## src/rtl/bnn_popcount_acc.sv

```systemverilog
// Popcount accumulator for the binarized CNN datapath: sums the ones in BEATS beats of
// DATA_W product bits and hands the window sum plus a thresholded activation downstream.
module bnn_popcount_acc #(
   parameter int DATA_W = 8,
   parameter int BEATS  = 9,
   parameter int ACC_W  = 7,
   parameter int THRESH = 36
) (
   input  logic              clk,
   input  logic              rst_n,
   input  logic              clr,
   input  logic [DATA_W-1:0] in_bits,
   input  logic              in_valid,
   output logic              in_ready,
   output logic [ACC_W-1:0]  out_sum,
   output logic              out_act,
   output logic              out_valid,
   input  logic              out_ready,
   output logic [ACC_W-1:0]  beat_cnt
);

   localparam logic [0:0]       S_ACC     = 1'b0;
   localparam logic [0:0]       S_OUT     = 1'b1;
   localparam logic [ACC_W-1:0] LAST_BEAT = ACC_W'(BEATS - 1);
   localparam logic [31:0]      THRESH_U  = 32'(THRESH);

   logic [0:0]       r_state;
   logic [ACC_W-1:0] r_acc;
   logic [ACC_W-1:0] r_beatCnt;
   logic [ACC_W-1:0] r_outSum;
   logic             r_outAct;

   logic [ACC_W-1:0] w_pop;
   logic [ACC_W-1:0] w_sum;
   logic             w_act;
   logic             w_beatFire;
   logic             w_lastBeat;

   // Beat popcount is folded straight into the running sum so the result lands one cycle after the last beat.
   always_comb begin
      w_pop = '0;
      for (int i = 0; i < DATA_W; i++) begin
         w_pop = w_pop + ACC_W'(in_bits[i]);
      end
   end

   assign w_sum      = r_acc + w_pop;
   assign w_act      = (32'(w_sum) >= THRESH_U);
   assign w_beatFire = in_valid && (r_state == S_ACC);
   assign w_lastBeat = (r_beatCnt == LAST_BEAT);

   always_ff @(posedge clk) begin
      if (!rst_n) begin
         r_state   <= S_ACC;
         r_acc     <= '0;
         r_beatCnt <= '0;
         r_outSum  <= '0;
         r_outAct  <= 1'b0;
      end else if (clr) begin
         // Flush drops any coincident beat or transfer but leaves the last published result visible.
         r_state   <= S_ACC;
         r_acc     <= '0;
         r_beatCnt <= '0;
      end else begin
         case (r_state)
            S_ACC: begin
               if (w_beatFire) begin
                  if (w_lastBeat) begin
                     r_outSum  <= w_sum;
                     r_outAct  <= w_act;
                     r_acc     <= '0;
                     r_beatCnt <= '0;
                     r_state   <= S_OUT;
                  end else begin
                     r_acc     <= w_sum;
                     r_beatCnt <= r_beatCnt + 1'b1;
                  end
               end
            end
            S_OUT: begin
               if (out_ready) begin
                  r_state <= S_ACC;
               end
            end
            default: begin
               r_state <= S_ACC;
            end
         endcase
      end
   end

   assign in_ready  = (r_state == S_ACC);
   assign out_valid = (r_state == S_OUT);
   assign out_sum   = r_outSum;
   assign out_act   = r_outAct;
   assign beat_cnt  = r_beatCnt;

endmodule

```

## config.mk

```make
export PLATFORM = sky130hd
export DESIGN_NAME = bnn_popcount_acc
export DESIGN_NICKNAME = d
export VERILOG_FILES = /design/src/rtl/bnn_popcount_acc.sv
export SDC_FILE = /design/constraint.sdc
export NUM_CORES = 1
export LEC_CHECK = 0
export CAP_MARGIN = 20
export CORE_MARGIN = 2
export CORE_UTILIZATION = 49
export CTS_CLUSTER_SIZE = 16
export DETAILED_ROUTE_END_ITERATION = 6
export PLACE_DENSITY = 0.78
export SYNTH_ARGS = -nofsm -noshare
export SYNTH_HDL_FRONTEND = slang
export SYNTH_SLANG_ARGS = --single-unit
```

## constraint.sdc

```tcl
create_clock -name clk -period 5.7 [get_ports clk]
set_input_delay 1.14 -clock clk [delete_from_list [all_inputs] [get_ports clk]]
set_output_delay 1.14 -clock clk [all_outputs]
set_load 0.02 [all_outputs]
```

# ---- Word-level counts from Yosys, hierarchy flattened
# Cells that the tools add are included.
# W data, S select, Z words.
dict set report totals {
  in_bits 13
  ff_bits 23
  out_inout_bits 17
}
dict set report classes {
  eq_ne 1
  n_mux 6
  reduce_logical 4
  n_bitwise 3
  addsub 9
  n_lt_le_gt_ge 1
}
# operator n
set op_table {}
lappend op_table {{$mux W7} 2}
lappend op_table {{$add A6 B1 Y7} 1}
lappend op_table {{$add A7 B1 Y7} 1}
lappend op_table {{$add A7 B1 Y7 const B} 1}
lappend op_table {{$add A7 B7 Y7} 1}
lappend op_table {{$eq A7 B4 Y1 const B} 1}
lappend op_table {{$ge A7 B6 Y1 const B} 1}
lappend op_table {{$add A5 B1 Y6} 1}
lappend op_table {{$add A4 B1 Y5} 1}
lappend op_table {{$add A3 B1 Y4} 1}
lappend op_table {{$reduce_and A4 Y1} 1}
lappend op_table {{$add A2 B1 Y3} 1}
lappend op_table {{$mux W1} 3}
lappend op_table {{$not A1 Y1} 3}
lappend op_table {{$add A1 B1 Y2} 1}
lappend op_table {{$pmux W1 S2} 1}
lappend op_table {{$reduce_and A2 Y1} 1}
lappend op_table {{$reduce_or A2 Y1} 1}
lappend op_table {{$logic_and A1 B1 Y1} 1}

# ---- Longest topological paths before layout
dict set report depth {
  ltp_word 9
  mapped_depth 12
  mapped_depth_nobuf 12
}

# ---- Worst setup path before layout
# Ideal clock, no wire load.
dict set report synth_timing {
  kind {input to register}
  startpoint {in in_bits[0]}
  endpoint {reg r_outAct (netlist: out_act)}
  arrival_ns 4.309
  path_buffers 0
  required_time_ns 5.581
  setup_ns 0.119
  path_slack_ns 1.272
  cell_stages 12
  path_cell_list {fa_1 -> inv_1 -> fa_1 -> fa_1 -> fa_1 -> inv_1 -> fa_1 -> a211o_1 -> o21ai_2 -> xnor2_1 -> o32a_1 -> o221a_1}
}
dict set report synth_between {
  elab_chain_cells 9
}
# item line
set synth_lines {}
lappend synth_lines {{start: declaration} 12} ;# input logic [DATA_W-1:0] in_bits,
lappend synth_lines {{$add A1 B1 Y2} 43} ;# w_pop = w_pop + ACC_W'(in_bits[i]);
lappend synth_lines {{$add A2 B1 Y3} 43}
lappend synth_lines {{$add A3 B1 Y4} 43}
lappend synth_lines {{$add A4 B1 Y5} 43}
lappend synth_lines {{$add A5 B1 Y6} 43}
lappend synth_lines {{$add A6 B1 Y7} 43}
lappend synth_lines {{$add A7 B1 Y7} 43}
lappend synth_lines {{$add A7 B7 Y7} 47} ;# assign w_sum = r_acc + w_pop;
lappend synth_lines {{$ge A7 B6 Y1} 48} ;# assign w_act = (32'(w_sum) >= THRESH_U);
lappend synth_lines {{end signal: assignment} 70} ;# r_outAct <= w_act;
lappend synth_lines {{end: declaration} 31} ;# logic r_outAct;
# No other way between the ends.
# A chain may end at the register's enable or synchronous reset.

# ---- Worst setup path in the final report
# Same ends and word-level chain as after synthesis.

==> results.py <==
metrics = {
    "outcome": {
        "status": "finished, final reports clean",
    },
    "floorplanning": {
        "die_area_um2": 3170,
        "pin_count": 30,
        "core_area_um2": 2540,
        "die_w_um": 56.3,
        "initial_core_util": 0.527,
        "rows": 18,
        "die_h_um": 56.3,
    },
    "critical_path": {
        "cp_cell_sequence": "clkdlybuf4s50_1, fa_1, inv_1, fa_1, fa_1, fa_1, inv_1, fa_1, a211o_1, o21ai_2, xnor2_1, o32a_1, o221a_1",
        "critPathSlowestCell": "fa_1",
        "worstSetupEndpoint": "out_act",
        "end_kind": "flop",
        "r2r_cells": 11,
        "worstPathRequired_ps": 5900,
        "cpPeakStageDelay_ps": 540,
        "r2r-end": "out_act",
        "worstSetupPathType": "in2reg",
        "startpoint_type": "input pin",
        "r2r_slack_ps": 2350,
        "worst-path-max-fanout": 5,
        "critical_path_arrival_ps": 4960,
        "crit_top_cell": "fa_1",
        "r2r_start": "r_acc[0]",
        "cp-startpoint": "in_bits[0]",
    },
    "grt": {
        "grt_max_degree": 13,
        "antenna_found_initial": 0,
        "grt_pass1_wl_um": 5130,
        "grt_pass1_vias": 1192,
        "grt.overflow.total": 0,
        "grt_usage": 0.200,
    },
    "placement": {
        "dpl_cell_area_um2": 1650,
        "port_buffers": 29,
        "dp_cells": 200,
        "hpwl_um": 2200,
        "gp_congestion": 0.882,
        "pre_cts_ws_ps": 601,
    },
    "drt": {
        "ant_nets": 0,
        "first_iter_violations": 26,
        "remaining_drc_errors": 0,
        "num_vias": 1121,
        "viasPerCell": 5.50,
        "wl_um": 2720,
        "drt_first_pass_iters": 4,
        "routedWlPerCell_um": 13.3,
    },
    "clock_tree": {
        "cts_tree": "yes",
        "clk_latency_ps": 310,
        "htreeDepth": 1,
        "cts_inserted_buffers": 3,
        "clkTransAtPathRegs_ps": 120,
        "clock_path_buffers": 2,
        "hold_buffers": 0,
        "post_cts_resized": 0,
        "post-cts-setup-buffers": 0,
        "cts.sinks": 23,
        "cts_root_buffer": "clkbuf_4",
    },
    "synth": {
        "synth_top_area_cell": "dfxtp_1",
        "syn_avg_cell_area_um2": 9.24,
        "ys_warn_count": 0,
        "synth.top_cell.area_share": 0.344,
        "syn-instance-count": 145,
        "ys_ff_latch": 23,
        "synth_area_um2": 1340,
        "ys_top_cells_by_area": "dfxtp_1 34%, fa_1 7.5%, ha_1 7.5%, inv_1 4.2%, xor2_1 3.9%",
        "ys_types": 42,
        "yosysSeqAreaShare": 0.344,
        "synth_nets": 171,
    },
    "timing": {
        "hold_viol": 0,
        "min_period_over_period": 0.835,
        "setup_violations": 0,
        "worst_pin_slew_ps": 521,
        "period_minus_slack_ps": 4760,
        "fin_skew_ps": 7.56,
        "slew_viol_final": 0,
        "max_freq_ghz": 0.210,
        "max_slew_margin": 0.652,
        "fin_hold_ws_ps": 480,
        "rsz0062_at_grt": "false",
        "tns_ps": 0,
        "setup_slack_ps": 940,
    },
    "flow_run": {
        "maxCapViolCount": 0,
    },
    "hold_path": {
        "hold_class": "reg2reg",
        "min_from": "r_acc[1]",
    },
    "layout": {
        "drive_above_1_share": 0.0575,
        "final_common_cell": "clkdlybuf4s50_1",
        "finalInstanceArea_um2": 1670,
        "fin_nets": 201,
        "area_delta_synth_final_pct": 24.7,
        "mostFrequentLayoutCells": "29 x clkdlybuf4s50_1, 23 x dfxtp_1, 15 x inv_1",
        "antenna_cells": 0,
        "finalNonFillerCells": 204,
    },
    "pwr": {
        "p_sw_frac": 0.308,
        "ir_drop_mv": 0.133,
        "p_sw_uw": 107,
        "total_leakage_power_uw": 0.000680,
        "internal_power_uw": 241,
        "seqPwrFrac": 0.478,
        "power_density_nw_per_um2": 208,
        "p_clk_frac": 0.211,
        "combPwrFrac": 0.311,
    },
}
==> sequential cells by signal, indices dropped and copies added, names as in the netlist <==
| name | cells |
|---|---|
| beat_cnt | 7 |
| out_sum | 7 |
| r_acc | 7 |
| out_act | 1 |
| out_valid | 1 |
==> power by group through the flow <==
stage	registers (uW)	clock network (uW)	logic, uW
after floorplan	170	0	76.3
after detailed placement	170	0	109
final	166	73.3	108
after global placement	170	0	105
after global routing	167	83.3	124
after CTS	166	76.6	109
==> layout make-up <==
cell class                      instances  area (um^2)
Fill cell                             210          873
Multi-Input combinational cell        103          801
Sequential cell                        23          460
Timing Repair Buffer                   29          290
Inverter                               15         56.3
Tap cell                               30         37.5
Clock buffer                            4         26.3
==> Yosys cell counts, drive strengths merged <==
cell / instances
dfxtp: 23
inv: 15
nor2: 13
nand2: 12
a21oi: 8
ha: 8
xor2: 6
fa: 5
nand3: 5
nor2b: 5
nand2b: 4
o21ai: 4
clkbuf: 3
mux2i: 3
a21boi: 2
a22oi: 2
o2111ai: 2
o211a: 2
or2: 2
xnor2: 2
a211o: 1
a211oi: 1
a21o: 1
a32oi: 1
and2: 1
and3: 1
and4: 1
buf: 1
nand3b: 1
nand4: 1
nor3: 1
nor4b: 1
o21a: 1
o21bai: 1
o221a: 1
o22a: 1
o31ai: 1
o32a: 1
or3: 1
==> cells by family (layout without fill, tap and decap cells) <==
| family | after synthesis | in the layout | share of synthesized area |
|---|---|---|---|
| and+or+nand+nor | 49 | 49 | 0.212 |
| AOI/OAI and AO/OA | 30 | 30 | 0.162 |
| DFF | 23 | 23 | 0.344 |
| buffers and inverters | 19 | 48 | 0.0588 |
| adders and majority gates | 13 | 13 | 0.149 |
| xor gates and xnor gates | 8 | 8 | 0.0523 |
| muxes | 3 | 3 | 0.0224 |
==> metal layers <==
metal | share of wire | vias up | global-route usage
met4 | 0.014 | 0 | 0.0510
met5 | 0 | - | 0
met3 | 0.042 | 4 | 0.0553
met2 | 0.50 | 26 | 0.346
met1 | 0.44 | 535 | 0.245
li1 | - | 556 | -
==> critical path, delay by kind of cell <==
family,cells,cell delay [ps]
adder cells (fa/ha/maj),5,2150
AO/OA/AOI/OAI,4,1010
buffers and inverters,3,540
XOR/XNOR,1,130
==> per-stage QoR <==
stage | power [uW] | utilization
after global routing | 374 | 0.657
after CTS | 352 | 0.657
after floorplan | 246 | -
after global placement | 274 | 0.647
final | 348 | 0.657
after detailed placement | 279 | 0.647
==> worst min path at each step <==
stage                       to  slack [ps]  depth (start not counted)
floorplan             r_acc[1]         440                          2
global placement      r_acc[2]         440                          2
detailed placement    r_acc[1]         460                          2
CTS                   r_acc[1]         480                          2
global route        out_sum[5]         510                          2
finish                r_acc[1]         480                          2
No activity file was read; power rests on OpenSTA's default activity.
